[config.mk]
export PLATFORM = sky130hd
export DESIGN_NAME = lane_queue_ctrl
export DESIGN_NICKNAME = d
export VERILOG_FILES = /design/src/rtl/lane_queue_ctrl.sv
export SDC_FILE = /design/constraint.sdc
export NUM_CORES = 1
export LEC_CHECK = 0
export CAP_MARGIN = 20
export CORE_MARGIN = 8
export CORE_UTILIZATION = 40
export DETAILED_ROUTE_END_ITERATION = 6
export PLACE_DENSITY = 0.68
export SETUP_SLACK_MARGIN = 0.15
export SYNTH_ARGS = -nofsm -noshare
export SYNTH_HDL_FRONTEND = slang
export SYNTH_SLANG_ARGS = --single-unit
[constraint.sdc]
create_clock -name traffic_clk -period 3.2 [get_ports traffic_clk]
set_clock_uncertainty 0.1 [all_clocks]
set_input_delay 0.64 -clock traffic_clk [delete_from_list [all_inputs] [get_ports traffic_clk]]
set_output_delay 0.64 -clock traffic_clk [all_outputs]
set_load 0.1 [all_outputs]
[src/rtl/lane_queue_ctrl.sv]
// ---------------------------------------------------------------------------
// lane_queue_ctrl
//   Per-lane car queue controller. Arrival pulses fill an occupancy counter.
//   While the lane light is green, a startup-delay / flow-interval FSM meters
//   departures. The controller tracks how long the head car has waited on red
//   and raises a green request for the light-sequencing FSM.
//
// Ports
//   traffic_clk      in   traffic clock
//   reset            in   asynchronous active-high reset
//   add_Car          in   arrival pulse, one car per cycle high
//   lane_Green       in   this lane's light is green
//   car_Count        out  [CNT_W]  cars queued
//   queue_Empty      out  car_Count == 0
//   queue_Full       out  car_Count == MAX_CARS
//   car_Departed     out  a car leaves this cycle
//   wait_Cycles      out  [WAIT_W] cycles the head car has waited on red
//   green_Request    out  request green for this lane
//   overflow_Sticky  out  an arrival was dropped since reset
// ---------------------------------------------------------------------------
module lane_queue_ctrl #(
  parameter int CNT_W         = 4,
  parameter int MAX_CARS      = 15,
  parameter int START_DELAY   = 3,
  parameter int DEPART_CYCLES = 2,
  parameter int REQ_THRESHOLD = 4,
  parameter int WAIT_W        = 8,
  parameter int MAX_WAIT      = 20
) (
  input  logic              traffic_clk,
  input  logic              reset,
  input  logic              add_Car,
  input  logic              lane_Green,
  output logic [CNT_W-1:0]  car_Count,
  output logic              queue_Empty,
  output logic              queue_Full,
  output logic              car_Departed,
  output logic [WAIT_W-1:0] wait_Cycles,
  output logic              green_Request,
  output logic              overflow_Sticky
);

  // The timer only ever holds reload values START_DELAY-1 / DEPART_CYCLES-1.
  localparam int TMR_MAX = (START_DELAY > DEPART_CYCLES) ? START_DELAY : DEPART_CYCLES;
  localparam int TMR_W   = (TMR_MAX > 1) ? $clog2(TMR_MAX) : 1;

  localparam logic [TMR_W-1:0]  START_LOAD  = TMR_W'(START_DELAY - 1);
  localparam logic [TMR_W-1:0]  DEPART_LOAD = TMR_W'(DEPART_CYCLES - 1);
  localparam logic [CNT_W-1:0]  CNT_MAX     = CNT_W'(MAX_CARS);
  localparam logic [CNT_W-1:0]  REQ_LVL     = CNT_W'(REQ_THRESHOLD);
  localparam logic [WAIT_W-1:0] WAIT_LVL    = WAIT_W'(MAX_WAIT);

  typedef enum logic [1:0] {
    STOPPED = 2'd0,
    STARTUP = 2'd1,
    FLOWING = 2'd2
  } state_t;

  state_t             state, state_nxt;
  logic [TMR_W-1:0]   timer, timer_nxt;
  logic [CNT_W-1:0]   cnt_nxt;
  logic [WAIT_W-1:0]  wait_nxt;
  logic               ovf_set;

  // Saturating increment for the head-car wait counter.
  function automatic logic [WAIT_W-1:0] wait_sat_inc(input logic [WAIT_W-1:0] v);
    return (&v) ? v : v + WAIT_W'(1);
  endfunction

  // FSM state register
  always_ff @(posedge traffic_clk or posedge reset) begin
    if (reset) begin
      state <= STOPPED;
      timer <= '0;
    end else begin
      state <= state_nxt;
      timer <= timer_nxt;
    end
  end

  // FSM next state
  always_comb begin
    state_nxt = state;
    timer_nxt = timer;
    unique case (state)
      STOPPED: begin
        if (lane_Green) begin
          state_nxt = STARTUP;
          timer_nxt = START_LOAD;
        end
      end
      STARTUP: begin
        if (!lane_Green) begin
          state_nxt = STOPPED;
        end else if (timer == '0) begin
          state_nxt = FLOWING;
          timer_nxt = DEPART_LOAD;
        end else begin
          timer_nxt = timer - TMR_W'(1);
        end
      end
      FLOWING: begin
        if (!lane_Green) begin
          state_nxt = STOPPED;
        end else if (timer == '0) begin
          // An empty lane parks at timer 0 so the next arrival leaves at once.
          if (car_Count != '0) timer_nxt = DEPART_LOAD;
        end else begin
          timer_nxt = timer - TMR_W'(1);
        end
      end
      default: begin
        state_nxt = STOPPED;
        timer_nxt = '0;
      end
    endcase
  end

  // FSM outputs; departure is gated by lane_Green so a green drop suppresses it
  always_comb begin
    car_Departed  = lane_Green && (state != STOPPED) && (timer == '0) && (car_Count != '0);
    queue_Empty   = (car_Count == '0);
    queue_Full    = (car_Count == CNT_MAX);
    green_Request = !lane_Green && ((car_Count >= REQ_LVL) || (wait_Cycles >= WAIT_LVL));
  end

  // Queue and wait-timer next values. Simultaneous arrival and departure
  // cancel, which is why a full queue does not overflow in that case.
  always_comb begin
    cnt_nxt = car_Count;
    ovf_set = 1'b0;
    if (add_Car && !car_Departed) begin
      if (car_Count < CNT_MAX) cnt_nxt = car_Count + CNT_W'(1);
      else                     ovf_set = 1'b1;
    end else if (!add_Car && car_Departed) begin
      cnt_nxt = car_Count - CNT_W'(1);
    end

    if (lane_Green || (cnt_nxt == '0)) wait_nxt = '0;
    else                               wait_nxt = wait_sat_inc(wait_Cycles);
  end

  // Queue / wait registers
  always_ff @(posedge traffic_clk or posedge reset) begin
    if (reset) begin
      car_Count       <= '0;
      wait_Cycles     <= '0;
      overflow_Sticky <= 1'b0;
    end else begin
      car_Count   <= cnt_nxt;
      wait_Cycles <= wait_nxt;
      if (ovf_set) overflow_Sticky <= 1'b1;
    end
  end

endmodule
# Word-level counts from Yosys, hierarchy flattened
# Index checks and enable logic that the tools add are counted.
dict set report op_classes {
  n_addsub 4
  order_cmp 3
  eq_ne 10
  muxes 19
  n_reduce_logical 20
}
# cell n
set ops {}
lappend ops {{2-bit two-way mux} 10}
lappend ops {{8-bit two-way mux} 2}
lappend ops {{4-bit two-way mux} 3}
lappend ops {{2-bit one-hot mux with 3 select lines} 2}
lappend ops {{2-bit inequality test, second input constant} 5}
lappend ops {{8-bit by 1-bit adder with 8-bit output, second input constant} 1}
lappend ops {{8-bit by 5-bit greater-or-equal comparator with 1-bit output, second input constant} 1}
lappend ops {{4-bit zero test} 2}
lappend ops {{8-bit AND reduction} 1}
lappend ops {{1-bit logical AND} 6}
lappend ops {{3-bit inequality test, second input constant} 2}
lappend ops {{4-bit by 1-bit adder with 4-bit output, second input constant} 1}
lappend ops {{4-bit == test, second input constant} 1}
lappend ops {{4-bit by 3-bit greater-or-equal comparator with 1-bit output, second input constant} 1}
lappend ops {{2-bit zero test} 2}
lappend ops {{4-bit less-than comparator, second input constant} 1}
lappend ops {{4-bit AND reduction} 1}
lappend ops {{4-bit nonzero test} 1}
lappend ops {{4-bit by 1-bit subtractor with 4-bit output, second input constant} 1}
lappend ops {{1-bit zero test} 3}
lappend ops {{3-bit AND reduction} 1}
lappend ops {{2-bit by 1-bit == test with 1-bit output, second input constant} 1}
lappend ops {{2-bit == test, second input constant} 1}
lappend ops {{1-bit logical OR} 2}
lappend ops {{3 further kinds} 4}
dict set report word_totals {
  reg_bits 17
  input_bits 4
  output_inout_bits 17
  word_cells 61
}

# Longest topological paths before layout
dict set report depth {
  word_depth 10
  ltp_mapped 9
  mapped_depth_nobuf 9
}

# Worst setup path before layout
# OpenSTA, ideal clock, no wires.
dict set report synth_timing {
  kind {register to output}
  start {reg wait_Cycles[2]}
  end {out green_Request}
  arrival_ps 2900
  required_time_ps 2460
  path_slack_ps -440
  path_stages_with_launch 3
  path_buffers 0
  path_cell_list {dfrtp_1 -> o21ai_0 -> a31oi_1}
}
dict set report synth_via {
  elab_chain_cells 3
}
# item line
set synth_lines {}
lappend synth_lines {{from (decl)} 38} ;# output logic [WAIT_W-1:0] wait_Cycles,
lappend synth_lines {{from (signal assigned)} 151} ;# wait_Cycles <= wait_nxt;
lappend synth_lines {{8-bit by 5-bit greater-or-equal comparator with 1-bit output} 124} ;# green_Request = !lane_Green && ((car_Count >= REQ_LVL) || (wait_Cycles >= WAIT_LVL));
lappend synth_lines {{1-bit logical OR} 124}
lappend synth_lines {{1-bit logical AND} 124}
lappend synth_lines {{to (decl)} 39} ;# output logic green_Request,
# Every way passes these cells.

# Final worst setup path
dict set report layout_timing {
  start {reg state[1]}
  end {out car_Departed}
}
dict set report layout_via {
  elab_chain_cells 4
}
# item line
set layout_lines {}
lappend layout_lines {{from (decl)} 59} ;# state_t state, state_nxt;
lappend layout_lines {{from (signal assigned)} 76} ;# state <= state_nxt;
lappend layout_lines {{2-bit nonzero test} 121} ;# car_Departed = lane_Green && (state != STOPPED) && (timer == '0) && (car_Count != '0);
lappend layout_lines {{1-bit logical AND (3 in series)} 121}
lappend layout_lines {{to (decl)} 37} ;# output logic car_Departed,
# Every way passes these cells.

==> impl_results.md <==
* Fmax at between 0.3 and 0.4 GHz
* Detail-routed net length per standard cell at between 10 and 15 µm
* Synth Warn # at 0
* Final Slew Violations at 0
* Synthesized-area fraction occupied by adder cells at under 10%
* Root Buffer: clkbuf_4
* Worst min-delay path class: flip-flop to flip-flop
* Synth Area in Compound Gates at 13.4%
* Post-synth net total at 139
* Met2 Track Usage GR at a little under a fifth
* Met3 track utilization from global routing at between 4 and 5%
* Async set-or-reset flop fraction in the synthesized netlist at 100%
* Number of max-capacitance violations reported at 0
* # nets final at around 170
* Total number of vias at 1023
* Total congestion overflow after global routing at 0
* Critical Path Source Type: flip-flop
* Layout overhead on the synthesized area at 24.8%
* Vias in the first global route at slightly above 900
* Clock group share of total power at approximately 7.8%
* Row count at 19
* Fraction of final layout cells with drive strength greater than 1 at roughly 30%
* Starting Density at a little over two fifths
* Period utilization at about nine tenths
* Count of buffers inserted at the top-level ports at 20
* Power Internal at around 0.00063 W
* Synthesized netlist cell count at 127
* Number of buffers created by CTS at 3
* Via density at about 5.6
* Post-Synthesis Mean Instance Area at 9.16 µm²
* Area fraction in and, or, nand and nor cells after synthesis at 26.5%
* Pwr per Cell Area at between 900 and 1000 nW/µm²
* Detail Placement HPWL at 2050 µm
* Pre-CTS setup slack at 0.126 ns
* Total inserted antenna cells at 0
* Cell type group with the largest total delay on the critical path: simple AND/OR/NAND/NOR gates
* Vert. Die Dim at approximately 70 µm
* Total Power Consumption at ~0.0014 W
* Number of antenna-violating nets in the routed design at 0
* Crit path time final at approximately 2.8 ns
* Initial detailed-routing violation count at 41
* Core occupancy in the finished layout at between 50% and 60%
* Most repeated library cell on the critical path: inv_1
* Hold slack at ~0.38 ns
* Predominant post-synthesis flop cell: dfrtp_1
* Clock transition at the registers of the reported paths at 0.10 ns
* Clock tree from TritonCTS: built
* Sort of element at the end of the critical path: output port
* Post-synthesis sequential area ratio at 36.6%
* Unrepaired setup endpoints after global routing: false
* Critical-path maximum fanout at 6
* Leading cell types in the layout, fill and taps excluded: 22 x buf_4, 14 x dfrtp_1, 13 x inv_1
* Number of hold violations in the final report at 0
* Post-Route Setup TNS at 0 ns
* Headroom to the max-slew limit at between 50% and 60%
* Cell Area, Synth at 1160 µm²
* Placeable Area at roughly 2800 µm²
* Main combinational cell family by area after synthesis: simple AND/OR/NAND/NOR gates
* Critical path's largest stage delay at between 0.4 and 0.5 ns
* Setup-violating endpoint count in the final report at 0
* Setup CP Type: flip-flop to output port
* Result of the run: complete, no violations
* Power share of the combinational group at between 60% and 70%
* Wire length of the first global-routing pass at between 4000 and 5000 µm
* Overall Global Routing Usage at around 11%
* Portion of netlist area occupied by mux cells at under 10%
* Buf/Inv on CP at 3
* Most Used Layer, Global Route: met2
* Count of flip-flops with a built-in enable after synthesis at 0
* Number of distinct library cells after synthesis at 37
* Synth Register Bits at 17
* Global placement routability congestion at 0.879
* Arrival time worst endpoint at between 2 and 2.5 ns
* Cells along the critical path: inv_1 > ha_1 > nor4b_2 > nand2_1 > inv_1 > buf_12
* Sequential share of power at about a quarter
* Total die area at between 4000 and 5000 µm²
* Final worst-path setup slack at around 0.36 ns
* Clock Latency Late Sink at ~0.29 ns
* Clock Tree Buf Depth at 2
* Most common library cell in the layout ignoring fill and taps: buf_4
* Largest net degree at the start of global routing at 18
* Die X-Extent at about 70 µm
* Worst vdd rail ir drop at between 0.7 and 0.8 mV
* Max stage delay cell, worst path: nor4b_2
* Xor/xnor cell area share of the yosys netlist at under 10%
* Antenna violations before repair at 0
* Switching power at between 0.0008 and 0.0009 W
* Sinks on Clock Net at 17
* Hold-fix buffers, CTS at 0
* Static Leak at 0.641 nW
* CTS H-tree depth at 1
* Switching share of power at between 50 and 60%
* Detailed Routing Iterations Pass 1 at 4
* Worst slew pin tran at approximately 0.64 ns
* Num ports at 21
* Number of design rule violations left after detail routing at 0
* Critical Path RT at 2.46 ns
* Global-route met1 utilization at approximately 13%
* Total Routed Length at around 2700 µm
-- per-stage QoR --
step                      area, µm²  cells
after detailed placement       1400    176
after global placement         1400    176
after floorplan                1170    127
after global routing           1450    184
final                          1450    184
after CTS                      1420    180
-- worst reg2reg max path, stage by stage (launching register included) --
cell	delay, ns
dfrtp_2	0.42
inv_1	0.09
ha_1	0.26
or4b_1	0.59
buf_4	0.19
nor3_1	0.12
a311oi_1	0.08
nor3_2	0.33
nor4_4	0.08
buf_4	0.17
nor4b_2	0.26
-- final timing paths --
check | cells after the start | slack (ns) | startpoint | to
setup / recovery | 6 | 0.36 | state[1] | car_Departed
hold / removal | 1 | 0.38 | overflow_Sticky | overflow_Sticky
setup reg to reg | 10 | 0.41 | state[1] | wait_Cycles[7]
hold reg to reg | 1 | 0.38 | overflow_Sticky | overflow_Sticky
max in group asynchronous | 2 | 1.93 | reset | car_Count[0]
min in group asynchronous | 2 | 0.62 | reset | state[0]
-- kinds of logic (layout without fill, tap and decap cells) --
| kind of cell | after synthesis | count (layout) |
|---|---|---|
| buffers and inverters | 19 | 45 |
| multiplexers | 4 | 4 |
| adder cells (fa/ha/maj) | 8 | 8 |
| AO/OA/AOI/OAI | 23 | 23 |
| AND/OR/NAND/NOR | 50 | 50 |
| flip-flops | 17 | 17 |
| XOR/XNOR | 6 | 6 |
-- area by class of cell --
| cell class | instances | area [µm²] |
|---|---|---|
| flip-flops and latches | 17 | 429 |
| repair buffers | 27 | 235 |
| fillers | 261 | 1310 |
| well taps | 31 | 38.8 |
| multi-input cells | 91 | 671 |
| inverters | 14 | 52.6 |
| clock buffers | 4 | 26.3 |
-- sequential cells by signal, summed over array words and instances, names as in the netlist --
signal           flops
wait_Cycles          8
timer                2
state                2
overflow_Sticky      1
car_Count            4
-- timing repair --
action	4_1_cts	5_1_grt
setup endpoints to repair	0	1
buffers inserted	0	4
resized for setup	0	1
-- cells in the mapped netlist (2+ instances only) --
cell type / instances / share of area [%]
nand4_1: 4 / 2.2
nor2_1: 6 / 1.9
ha_1: 8 / 8.6
xnor2_1: 2 / 1.5
o21ai_0: 7 / 3.0
xor2_1: 3 / 2.3
clkbuf_1: 3 / 0.97
buf_2: 2 / 0.86
or2_2: 2 / 1.1
nand3_1: 9 / 3.9
dfrtp_1: 17 / 37
inv_1: 13 / 4.2
nand2_1: 7 / 2.3
mux2i_1: 4 / 3.4
nor3_1: 10 / 4.3
and3_1: 3 / 1.6
a21oi_1: 6 / 2.6
nor4b_2: 2 / 2.6
-- power groups by stage --
stage | Combinational (W) | Clock (W) | Sequential (W)
4_1_cts | 0.000925 | 0.000118 | 0.000373
6_report | 0.000962 | 0.000113 | 0.000374
3_3_place_gp | 0.000907 | 0 | 0.000373
3_5_place_dp | 0.000924 | 0 | 0.000378
2_1_floorplan | 0.000490 | 0 | 0.000611
5_1_grt | 0.00103 | 0.000127 | 0.000389
-- per-layer routing --
layer	routed length, µm	up-vias	share of wire [%]
met2	1370	29	52
met1	1120	490	42
met4	0	0	0
li1	-	504	-
met5	0	-	0
met3	157	0	5.9
No activity file was read; power rests on OpenSTA's default activity.
